--- src/rtl/alien_swarm_mover_pkg.sv ---
// Shared definitions for the alien swarm mover and the zig-zag controller.
// Holds the motion command codes, the screen size used for default bounds,
// and the mover FSM state encodings.
package alien_swarm_mover_pkg;

  // Visible screen size in pixels; the default movement bounds derive from these.
  localparam int SCREEN_W = 640;
  localparam int SCREEN_H = 480;

  // Motion command codes issued by the controller.
  typedef enum logic [1:0] {
    NO_MOTION = 2'd0,
    LEFT      = 2'd1,
    RIGHT     = 2'd2,
    DOWN      = 2'd3
  } motion_e;

  // Mover FSM states.
  localparam logic [0:0] ST_IDLE = 1'b0;
  localparam logic [0:0] ST_MOVE = 1'b1;

endpackage

--- src/rtl/alien_swarm_mover_bound_check.sv ---
// Combinational edge-of-playfield checks for the swarm bounding box.
// Ports: x, y (swarm top-left), dir (active command) in;
//        can_left, can_right, at_bottom, blocked (dir would cross a bound) out.
module alien_swarm_mover_bound_check
  import alien_swarm_mover_pkg::*;
#(
  parameter int X_W     = 10,
  parameter int Y_W     = 10,
  parameter int X_MIN   = 0,
  parameter int X_MAX   = SCREEN_W - 1,
  parameter int Y_MAX   = SCREEN_H - 1,
  parameter int SWARM_W = 256,
  parameter int SWARM_H = 128
) (
  input  logic [X_W-1:0] x,
  input  logic [Y_W-1:0] y,
  input  motion_e        dir,
  output logic           can_left,
  output logic           can_right,
  output logic           at_bottom,
  output logic           blocked
);

  // One extra bit so the far edge (x + width - 1) can never wrap.
  localparam logic [X_W:0] X_MIN_C   = (X_W+1)'(X_MIN);
  localparam logic [X_W:0] X_MAX_C   = (X_W+1)'(X_MAX);
  localparam logic [X_W:0] X_EDGE_C  = (X_W+1)'(SWARM_W - 1);
  localparam logic [Y_W:0] Y_MAX_C   = (Y_W+1)'(Y_MAX);
  localparam logic [Y_W:0] Y_EDGE_C  = (Y_W+1)'(SWARM_H - 1);

  logic [X_W:0] left_edge;
  logic [X_W:0] right_edge;
  logic [Y_W:0] bottom_edge;

  assign left_edge   = {1'b0, x};
  assign right_edge  = {1'b0, x} + X_EDGE_C;
  assign bottom_edge = {1'b0, y} + Y_EDGE_C;

  assign can_left  = left_edge > X_MIN_C;
  assign can_right = right_edge < X_MAX_C;
  assign at_bottom = bottom_edge == Y_MAX_C;

  always_comb begin
    blocked = 1'b0;
    case (dir)
      LEFT:    blocked = (left_edge == X_MIN_C);
      RIGHT:   blocked = (right_edge == X_MAX_C);
      DOWN:    blocked = at_bottom;
      default: blocked = 1'b0;
    endcase
  end

endmodule

--- src/rtl/alien_swarm_mover.sv ---
// Executes controller motion commands one pixel per tick, tracking swarm position.
// Ports: clk, reset (sync, active-high), motion_valid/motion/tick in;
//        x, y, can_left, can_right, busy, reached_bottom, dropped out.
module alien_swarm_mover
  import alien_swarm_mover_pkg::*;
#(
  parameter int X_W     = 10,
  parameter int Y_W     = 10,
  parameter int X_MIN   = 0,
  parameter int X_MAX   = SCREEN_W - 1,
  parameter int Y_MAX   = SCREEN_H - 1,
  parameter int X_INIT  = 32,
  parameter int Y_INIT  = 48,
  parameter int SWARM_W = 256,
  parameter int SWARM_H = 128,
  parameter int H_STEP  = 8,
  parameter int V_STEP  = 16
) (
  input  logic           clk,
  input  logic           reset,
  input  logic           motion_valid,
  input  logic [1:0]     motion,
  input  logic           tick,
  output logic [X_W-1:0] x,
  output logic [Y_W-1:0] y,
  output logic           can_left,
  output logic           can_right,
  output logic           busy,
  output logic           reached_bottom,
  output logic           dropped
);

  localparam int STEP_MAX = (H_STEP > V_STEP) ? H_STEP : V_STEP;
  localparam int CNT_W    = $clog2(STEP_MAX + 1);

  localparam logic [CNT_W-1:0] H_CNT   = CNT_W'(H_STEP);
  localparam logic [CNT_W-1:0] V_CNT   = CNT_W'(V_STEP);
  localparam logic [CNT_W-1:0] CNT_ONE = CNT_W'(1);
  localparam logic [X_W-1:0]   X_ONE   = X_W'(1);
  localparam logic [Y_W-1:0]   Y_ONE   = Y_W'(1);

  logic [0:0]       state_q, state_d;
  motion_e          dir_q, dir_d;
  logic [CNT_W-1:0] rem_q, rem_d;
  logic [X_W-1:0]   x_q, x_d;
  logic [Y_W-1:0]   y_q, y_d;
  logic             dropped_q, dropped_d;
  logic             bottom_q, bottom_d;

  logic at_bottom;
  logic blocked;

  alien_swarm_mover_bound_check #(
    .X_W     (X_W),
    .Y_W     (Y_W),
    .X_MIN   (X_MIN),
    .X_MAX   (X_MAX),
    .Y_MAX   (Y_MAX),
    .SWARM_W (SWARM_W),
    .SWARM_H (SWARM_H)
  ) u_bound_check (
    .x         (x_q),
    .y         (y_q),
    .dir       (dir_q),
    .can_left  (can_left),
    .can_right (can_right),
    .at_bottom (at_bottom),
    .blocked   (blocked)
  );

  always_comb begin
    state_d   = state_q;
    dir_d     = dir_q;
    rem_d     = rem_q;
    x_d       = x_q;
    y_d       = y_q;
    dropped_d = 1'b0;
    bottom_d  = bottom_q | at_bottom;

    case (state_q)
      ST_IDLE: begin
        if (motion_valid && (motion_e'(motion) != NO_MOTION)) begin
          dir_d   = motion_e'(motion);
          rem_d   = (motion_e'(motion) == DOWN) ? V_CNT : H_CNT;
          state_d = ST_MOVE;
        end
      end
      ST_MOVE: begin
        // A command arriving mid-move is discarded, not queued.
        dropped_d = motion_valid;
        if (tick) begin
          // Bound is checked before moving: a blocked swarm ends the command early.
          if (blocked) begin
            state_d = ST_IDLE;
          end else begin
            case (dir_q)
              LEFT:    x_d = x_q - X_ONE;
              RIGHT:   x_d = x_q + X_ONE;
              DOWN:    y_d = y_q + Y_ONE;
              default: ;
            endcase
            rem_d = rem_q - CNT_ONE;
            if (rem_q == CNT_ONE) begin
              state_d = ST_IDLE;
            end
          end
        end
      end
      default: state_d = ST_IDLE;
    endcase
  end

  always_ff @(posedge clk) begin
    if (reset) begin
      state_q   <= ST_IDLE;
      dir_q     <= NO_MOTION;
      rem_q     <= '0;
      x_q       <= X_W'(X_INIT);
      y_q       <= Y_W'(Y_INIT);
      dropped_q <= 1'b0;
      bottom_q  <= 1'b0;
    end else begin
      state_q   <= state_d;
      dir_q     <= dir_d;
      rem_q     <= rem_d;
      x_q       <= x_d;
      y_q       <= y_d;
      dropped_q <= dropped_d;
      bottom_q  <= bottom_d;
    end
  end

  assign x       = x_q;
  assign y       = y_q;
  assign busy    = (state_q == ST_MOVE);
  assign dropped = dropped_q;
  // Raised in the same cycle y lands on the bottom row, then held by bottom_q.
  assign reached_bottom = bottom_q | at_bottom;

endmodule
--- config.mk ---
export PLATFORM = sky130hd
export DESIGN_NAME = alien_swarm_mover
export DESIGN_NICKNAME = d
export VERILOG_FILES = /design/src/rtl/alien_swarm_mover_pkg.sv /design/src/rtl/alien_swarm_mover_bound_check.sv /design/src/rtl/alien_swarm_mover.sv
export SDC_FILE = /design/constraint.sdc
export NUM_CORES = 1
export LEC_CHECK = 0
export CAP_MARGIN = 20
export CORE_UTILIZATION = 57
export DETAILED_ROUTE_END_ITERATION = 6
export DONT_BUFFER_PORTS = 1
export PLACE_DENSITY_LB_ADDON = 0.25
export SYNTH_ARGS = -nofsm -noshare
export SYNTH_HDL_FRONTEND = slang
export SYNTH_SLANG_ARGS = --single-unit
--- constraint.sdc ---
create_clock -name clk -period 3.1 [get_ports clk]
set_input_delay 0.62 -clock clk [delete_from_list [all_inputs] [get_ports clk]]
set_output_delay 0.62 -clock clk [all_outputs]
set_load 0.02 [all_outputs]
# Word level (Yosys, flattened, before mapping)
# Index checks and enable logic that the tools add are counted.
word_totals:
  regBits: 30
  word_cells: 49
  out_inout_bits: 25
  input_bits: 6
classes:
  n_eq_ne: 10
  add_sub_neg: 6
  order_cmp: 2
  bitwise: 3
  muxes: 12
  n_reduce_logical: 9
ops:
  columns: ["op", "count"]
  rows:
  - ["10-bit by 1-bit adder with 10-bit output (second input constant)", 2]
  - ["5-bit two-way mux", 4]
  - ["10-bit one-hot mux with 2 select lines", 1]
  - ["10-bit by 7-bit adder with 11-bit output (second input constant)", 1]
  - ["10-bit by 8-bit adder with 11-bit output (second input constant)", 1]
  - ["11-bit by 10-bit == test with 1-bit output (second input constant)", 1]
  - ["11-bit by 9-bit == test with 1-bit output (second input constant)", 1]
  - ["11-bit logical NOT", 1]
  - ["11-bit by 10-bit less-than comparator with 1-bit output (second input constant)", 1]
  - ["10-bit by 1-bit > comparator with 1-bit output (second input constant)", 1]
  - ["5-bit one-hot mux with 2 select lines", 1]
  - ["10-bit by 1-bit subtractor with 10-bit output (second input constant)", 1]
  - ["4-bit AND reduction", 2]
  - ["2-bit == test (second input constant)", 3]
  - ["2-bit inequality test (second input constant)", 3]
  - ["5-bit by 1-bit == test with 1-bit output (second input constant)", 1]
  - ["5-bit by 1-bit subtractor with 5-bit output (second input constant)", 1]
  - ["1-bit two-way mux", 4]
  - ["2-bit nonzero test", 2]
  - ["1-bit one-hot mux with 3 select lines", 1]
  - ["3-bit AND reduction", 1]
  - ["2-bit by 1-bit == test with 1-bit output (second input constant)", 1]
  - ["1-bit inverter", 2]
  - ["1-bit one-hot mux with 2 select lines", 1]
  - ["other kinds (4)", 4]

# Logic depth before layout (Yosys ltp)
# Gate-level depths: netlist (run 1).
depth:
  depth_word: 6
  ltp_mapped: 11

# Cells and area by module
# From an unflattened synthesis (run 1), not the netlist that was laid out.
hier_totals:
  hier_cells: 243
  area_unflattened_um2: 2000.7
by_module_without_submodules:
  columns: ["module", "area_per_inst_um2", "seq_area_each_um2", "cells_per_inst", "instances"]
  rows:
  - ["alien_swarm_mover", 1709.1, 600.6, 207, 1]
  - ["alien_swarm_mover_bound_check", 291.5, 0.0, 36, 1]

# Worst setup path after synthesis (run 1)
# Ideal clock, no wire load.
synth_path:
  path_kind: "flip-flop to flip-flop"
  from: "register dir_q[0]"
  to: "register x_q[9] (netlist: x[9])"
  stages_incl_launch_ff: 12
  period_less_slack_ns: 2.903
  arrival_ns: 2.833
  setup_slack_ns: 0.197
  t_required_ns: 3.030
  setup_time_ns: 0.070
  cell_sequence: "dfxtp_1 inv_1 ha_1 inv_1 ha_1 a21o_1 a211oi_1 nor2_1 o41ai_1 mux2i_1 or4_1 a21oi_1"
synth_via:
  elab_chain_len: 4
  word_cells_on_any_way: 8
synth_lines:
  columns: ["element", "line", "rtl"]
  rows:
  - ["start, declared", "alien_swarm_mover.sv:43", "motion_e dir_q, dir_d;"]
  - ["start signal, assigned", "alien_swarm_mover.sv:124", "dir_q <= dir_d;"]
  - ["2-bit == test (tied with other cells)", "alien_swarm_mover_bound_check.sv:45", "case (dir)"]
  - ["1-bit one-hot mux with 3 select lines", "alien_swarm_mover_bound_check.sv:45", null]
  - ["1-bit inverter (no source line)", null, null]
  - ["4-bit AND reduction (no source line)", null, null]
  - ["end signal, assigned", "alien_swarm_mover.sv:118", "x_q <= X_W'(X_INIT);"]
  - ["end, declared", "alien_swarm_mover.sv:45", "logic [X_W-1:0] x_q, x_d;"]
# Several ways; a longest one is shown, not always the timed one.
# A chain may end at the register's enable or synchronous reset.

# Final worst setup path (run 1)
layout_path:
  from: "register x_q[4] (netlist: x[4])"
  to: "output port can_right"
layout_via:
  elab_chain_len: 2
layout_lines:
  columns: ["element", "line", "rtl"]
  rows:
  - ["10-bit by 8-bit adder with 11-bit output", "alien_swarm_mover_bound_check.sv:36", "assign right_edge = {1'b0, x} + X_EDGE_C;"]
  - ["11-bit by 10-bit less-than comparator with 1-bit output", "alien_swarm_mover_bound_check.sv:40", "assign can_right = right_edge < X_MAX_C;"]
  - ["end, declared", "alien_swarm_mover.sv:27", "output logic can_right,"]
# Every way passes these cells.

==> run_results.csv, run 1 <==
group,metric,value,unit
outcome,status,"complete, no violations",
sta,fin_crit,2.94,ns
floorplanning,boundaryPins,31,
routing,wl,5130,µm
cts,cts_buffers,5,
power_and_ir_drop,p_per_area,350,nW/µm²
routing,viasPerCell,5.88,
logic_synthesis,ys_seq_area_frac,0.249,
floorplanning,core,4030,µm²
logic_synthesis,yosys-top-cells-area,"dfxtp_1 25%, ha_1 9.9%, nor2_1 4.2%, mux2i_1 4.2%, o21ai_0 3.3%",
min_path,worstHoldStart,"reset",
global_routing,antenna_found_initial,0,
cts,clk_latency,0.29,ns
setup_path,crit_path_max_fanout,3,
cts,htree_num_levels,2,
setup_path,r2r-start,"dir_q[0]",
routing,vias,2093,
sta,fin_crit_sh,0.950,
setup_path,critPathCaptureType,"output pin",
logic_synthesis,syn_inst,287,
floorplanning,die_h,67.0,µm
cts,cts_tree,"yes",
logic_synthesis,ys_ff_latch,30,
logic_synthesis,synth-async-reset-ratio,0,
logic_synthesis,synth_enable_flop_cells,0,
floorplanning,placementRows,23,
setup_path,path_class,"reg2out",
final_layout,antenna_cells,0,
setup_path,cp-start-kind,"flip-flop",
floorplanning,dieArea,4490,µm²
min_path,min_path_type,"in2reg",
sta,relSlewSlack,0.667,
sta,holdWs,0.394,ns
place,dp_hpwl,3820,µm
logic_synthesis,yosys_warnings,0,
place,port_buffers,0,
cts,clkTransAtPathRegs,0.07,ns
logic_synthesis,synth_largest_area_cell,"dfxtp_1",
logic_synthesis,synth_top_area_frac,0.249,
final_layout,final_core_util,0.656,
sta,slew_viol_final,0,
final_layout,fin_nets,331,
cts,cts_hold_buf,0,
sta,rsz0062_at_grt,"no",
routing,wl_per_cell,14.4,µm
sta,setup_tns,0,ns
sta,skew,0.00799,ns
min_path,holdPathStages,1,
sta,hold_violations,0,
cts,clockBufferDepth,2,
routing,drt-initial-drc-count,74,
global_routing,grt_max_degree,33,
power_and_ir_drop,leakage,1.05,nW
setup_path,r2r-end,"x[9]",
job,drv_cap,0,
setup_path,ff2ff_path_depth,12,
place,gp_congestion,0.841,
logic_synthesis,synth.avg_cell_area,8.40,µm²
cts,cts.sinks,30,
cts,cts_root_buf,"clkbuf_8",
final_layout,drive_gt1_frac,0.183,
routing,ant_nets,0,
floorplanning,die_w,67.0,µm
setup_path,worstPathRequired,2.48,ns
logic_synthesis,netlist_top_cells_count,"30 x dfxtp_1, 27 x nor2_1, 19 x ha_1, 19 x inv_1, 18 x nand2_1",
global_routing,first_global_vias,1940,
logic_synthesis,synth_ff_type,"dfxtp_1",
setup_path,rrSetupSlack,0.26,ns
logic_synthesis,synth_most_common_cell,"dfxtp_1",
final_layout,syn_to_final_growth,9.55,%
logic_synthesis,syn_area,2410,µm²
sta,worstMarginPinSlew,0.498,ns
setup_path,cp.arrival,2.32,ns
routing,drt_pre_antenna_iters,4,
routing,drc,0,
logic_synthesis,ys_types,66,
global_routing,grt_pass1_wl,8490,µm
power_and_ir_drop,vdd_drop_max,0.200,mV
min_path,hold_end,"y[9]",
sta,setup_viol,0,
floorplanning,start_util,0.598,
global_routing,globalRouteTotalUtil,0.251,
logic_synthesis,synth.net_count,313,
global_routing,grt_overflow,0,
sta,fmax,0.340,GHz
## kinds of logic (layout without fill, tap and decap cells)
family / count (synthesis) / count (layout) / share of synthesized area
mux: 11 / 11 / 0.0462
flops: 30 / 30 / 0.249
fa+ha+maj: 20 / 20 / 0.107
buf+inv: 31 / 50 / 0.0711
xor+xnor: 9 / 9 / 0.0327
compound gates: 67 / 67 / 0.220
simple gates: 119 / 119 / 0.275
## worst max path at each step
| stage | from | to | slack [ns] | cells after the start |
|---|---|---|---|---|
| detailed placement | y[0] | x[9] | 0.24 | 8 |
| finish | x[4] | can_right | 0.16 | 7 |
| CTS | x[1] | can_right | 0.03 | 10 |
| global placement | y[0] | x[9] | 0.28 | 8 |
| floorplan | dir_q[0] | x[9] | 0.20 | 11 |
| global route | dir_q[0] | x[9] | 0.01 | 12 |
## cells in the final DEF, fill, tap and decap left out, drive strengths merged, types with 4 or more instances in the layout
cell type | Yosys | routed
dfxtp | 30 | 30
nand2 | 18 | 18
nor4 | 4 | 4
nand4 | 9 | 9
mux2i | 10 | 10
nand3 | 9 | 9
or3 | 8 | 8
xnor2 | 7 | 7
a21oi | 14 | 14
or2 | 5 | 5
nor3 | 11 | 11
o31ai | 4 | 4
ha | 19 | 19
nor3b | 4 | 4
clkbuf | 7 | 7
buf | 4 | 23
a211oi | 4 | 4
inv | 19 | 19
o21ai | 16 | 16
or4 | 5 | 5
nor2 | 27 | 27
nor2b | 5 | 5
## registers in the layout, indices dropped and copies added, names as in the netlist
name	count
rem_q	5
dropped	1
x	10
bottom_q	1
y	10
dir_q	2
busy	1
## metrics by stage
stage | std cells | instance area [µm²] | setup slack [ns] | power [W]
global placement | 345 | 2520 | 0.280 | 0.000599
detailed placement | 345 | 2520 | 0.244 | 0.000603
global route | 356 | 2640 | 0.0138 | 0.000970
finish | 356 | 2640 | 0.156 | 0.000925
CTS | 353 | 2620 | 0.0282 | 0.000933
floorplan | 287 | 2410 | 0.197 | 0.000573
## layout make-up
type | count | area (µm²)
fill | 373 | 1390
sequential | 30 | 602
multi-input combinational | 226 | 1640
timing repair buffer | 23 | 173
clock buffer | 7 | 86.3
clock inverter | 1 | 5.00
tap | 50 | 62.6
inverter | 19 | 71.3
## layer usage
metal	track usage	share of wire	vias up
li1	-	-	1087
met5	0	0	-
met3	0.0634	0.036	7
met1	0.274	0.44	971
met4	0.0957	0.015	0
met2	0.456	0.50	28
## power by group
part | switching [W] | total (W) | internal [W]
clock network | 0.000150 | 0.000329 | 0.000179
logic | 0.0000967 | 0.000182 | 0.0000850
registers | 0.0000171 | 0.000415 | 0.000398
## critical path, stage by stage, from the launching register on
cell,delay [ns]
dfxtp_1,0.31
or3_4,0.41
nor3_1,0.28
a32o_1,0.27
a21boi_0,0.28
o21ai_0,0.15
a21oi_1,0.18
buf_4,0.16
## what timing repair did
item                       4_1_cts  5_1_grt
setup buffers                    0        3
setup endpoints to repair        0        2
resized for setup                0        2
(Power assumes the default switching activity.)
==> run 2: changes to the inputs <==
==> constraint.sdc (replaced) <==
create_clock -name clk -period 2.6 [get_ports clk]
set_input_delay 0.52 -clock clk [delete_from_list [all_inputs] [get_ports clk]]
set_output_delay 0.52 -clock clk [all_outputs]
set_load 0.05 [all_outputs]
==> run 2 against run 1 <==
Effect of this change:
- count of clock-buffer cells in the layout shrank 1
- the flow now finishes with violations (setup timing)
- critical path type is now reg2reg
- via count rose by 24%
- largest cell class unchanged
- clock power grew 25%
- highest routed layer unchanged
==> run_results.csv, run 2 (synthesized netlist as in run 1, its figures left out) <==
group,metric,value,unit
routing,top_layer_used,"met4",
setup_path,cp-start-kind,"flip-flop",
floorplanning,die_h,67.0,µm
sta,worstMarginPinSlew,0.610,ns
sta,fin_crit,2.64,ns
global_routing,antenna_found_initial,0,
floorplanning,core,4030,µm²
routing,wl_per_cell,19.7,µm
final_layout,drive_gt1_frac,0.433,
power_and_ir_drop,intPower,0.000833,W
sta,fin_ws,-0.0443,ns
global_routing,globalRouteTotalUtil,0.301,
sta,setup_tns,-0.221,ns
final_layout,n_fill_cell,242,
power_and_ir_drop,vdd_drop_max,0.270,mV
floorplanning,die_w,67.0,µm
setup_path,path_class,"reg2reg",
power_and_ir_drop,power.share.switching,0.320,
final_layout,final_common_cell,"buf_4",
final_layout,final_core_util,0.817,
cts,clockBufferDepth,2,
setup_path,cp.arrival,2.87,ns
global_routing,grt_max_degree,33,
routing,met2_length,3570,µm
global_routing,grt_pass1_wl,10100,µm
sta,skew,0.00974,ns
floorplanning,start_util,0.598,
place,gp_congestion,0.869,
cts,cts_buffers,5,
final_layout,regArea,628,µm²
cts,cts.sinks,30,
routing,drt_pre_antenna_iters,5,
sta,relSlewSlack,0.590,
routing,drc,0,
routing,vias,2595,
place,dp_hpwl,4400,µm
power_and_ir_drop,p_clk_frac,0.335,
cts,cts_root_buf,"clkbuf_8",
sta,hold_violations,0,
power_and_ir_drop,p_per_area,372,nW/µm²
cts,clk_latency,0.30,ns
global_routing,first_global_vias,2188,
final_layout,syn_to_final_growth,36.6,%
routing,wl,7860,µm
final_layout,multi_input_area,1890,µm²
sta,setup_viol,11,
final_layout,final_cell_mix,"56 x buf_4, 27 x nor2_1, 18 x nand2_1, 18 x dfxtp_1, 15 x ha_1",
routing,viasPerCell,6.50,
final_layout,fin_nets,374,
outcome,violations,"setup timing",
power_and_ir_drop,power_switching,0.000392,W
min_path,holdPathStages,1,
routing,wl_met1,3290,µm
power_and_ir_drop,combPwrFrac,0.265,
sta,fin_crit_sh,1.02,
setup_path,rrSetupSlack,-0.04,ns
job,drv_cap,0,
floorplanning,boundaryPins,31,
global_routing,grt_overflow,0,
routing,ant_nets,0,
cts,cts_hold_buf,0,
min_path,min_path_type,"in2reg",
cts,clkTransAtPathRegs,0.07,ns
setup_path,crit_path_max_fanout,5,
setup_path,critPathCaptureType,"flip-flop",
sta,rsz0062_at_grt,"yes",
routing,drt-initial-drc-count,237,
power_and_ir_drop,pwr-share-seq,0.401,
setup_path,ff2ff_path_depth,9,
power_and_ir_drop,leakage,1.35,nW
floorplanning,placementRows,23,
setup_path,worstPathRequired,2.82,ns
sta,fmax,0.378,GHz
outcome,status,"complete, but fails checks",
sta,slew_viol_final,0,
place,port_buffers,0,
routing,wl_met3,612,µm
final_layout,antenna_cells,0,
cts,cts_tree,"yes",
cts,htree_num_levels,2,
floorplanning,dieArea,4490,µm²
==> run 2: cell types whose count changed in the layout (fill, tap and decap cells not counted), moves of 5 or more <==
cell | previous run | this run
buf_4 | 23 | 56
dfxtp_1 | 29 | 18
buf_6 | 0 | 7
a21oi_1 | 14 | 8
a21oi_2 | 0 | 6
dfxtp_2 | 1 | 7
inv_1 | 19 | 13
o21ai_0 | 16 | 10
dfxtp_4 | 0 | 5
inv_2 | 0 | 5
o21ai_1 | 0 | 5
==> run 2: repair_timing <==
action | in CTS | in global routing
cloned | 0 | 1
hold endpoints to repair | 0 | 0
pin swaps | 8 | 27
setup buffers | 7 | 16
endpoints found under the setup margin | 7 | 24
gates resized for setup | 18 | 50
==> run 2: path summary, 6_finish.rpt <==
path	end	from
setup reg to reg	y[6]	x[1]
hold reg to reg	rem_q[3]	rem_q[3]
setup / recovery	y[6]	x[1]
hold / removal	y[0]	reset
==> run 2: worst max-delay path, cell delays in order (launching register included) <==
cell and delay (ns):
dfxtp_4 0.36, buf_6 0.13, or4_4 0.51, o31ai_4 0.25, a211oi_2 0.13, a41oi_4 0.35
buf_6 0.17, nand4_1 0.14, or3_1 0.40, a21oi_2 0.14
==> run 2: power groups by stage <==
stage	clock [W]	sequential [W]	combinational, W
2_1_floorplan	0	0.000521	0.000186
3_3_place_gp	0	0.000500	0.000248
3_5_place_dp	0	0.000501	0.000255
4_1_cts	0.000413	0.000489	0.000277
5_1_grt	0.000432	0.000492	0.000346
6_report	0.000410	0.000491	0.000324
==> run 2: per-layer routing <==
layer,global-route usage,up-vias
met3,0.0788,41
met4,0.149,0
met5,0,-
li1,-,1180
met1,0.377,1220
met2,0.469,154
==> run 2: final cells by class <==
| type | count | area share |
|---|---|---|
| multi-input cells | 227 | 0.575 |
| flip-flops and latches | 30 | 0.191 |
| repair buffers | 65 | 0.164 |
| clock inverters | 2 | 0.00380 |
| well taps | 50 | 0.0190 |
| clock buffers | 6 | 0.0251 |
| inverters | 19 | 0.0224 |
==> run 2: stage by stage <==
stage / worst slack, ns / total power (W) / hold WS [ns] / instances / instance area (µm²)
floorplan: -0.357 / 0.000706 / 0.467 / 287 / 2470
global placement: 0.0524 / 0.000748 / 0.482 / 369 / 2770
detailed placement: -0.00298 / 0.000756 / 0.500 / 369 / 2770
CTS: 0.000945 / 0.00118 / 0.281 / 384 / 2980
global route: -0.0879 / 0.00127 / 0.269 / 399 / 3290
finish: -0.0443 / 0.00123 / 0.272 / 399 / 3290
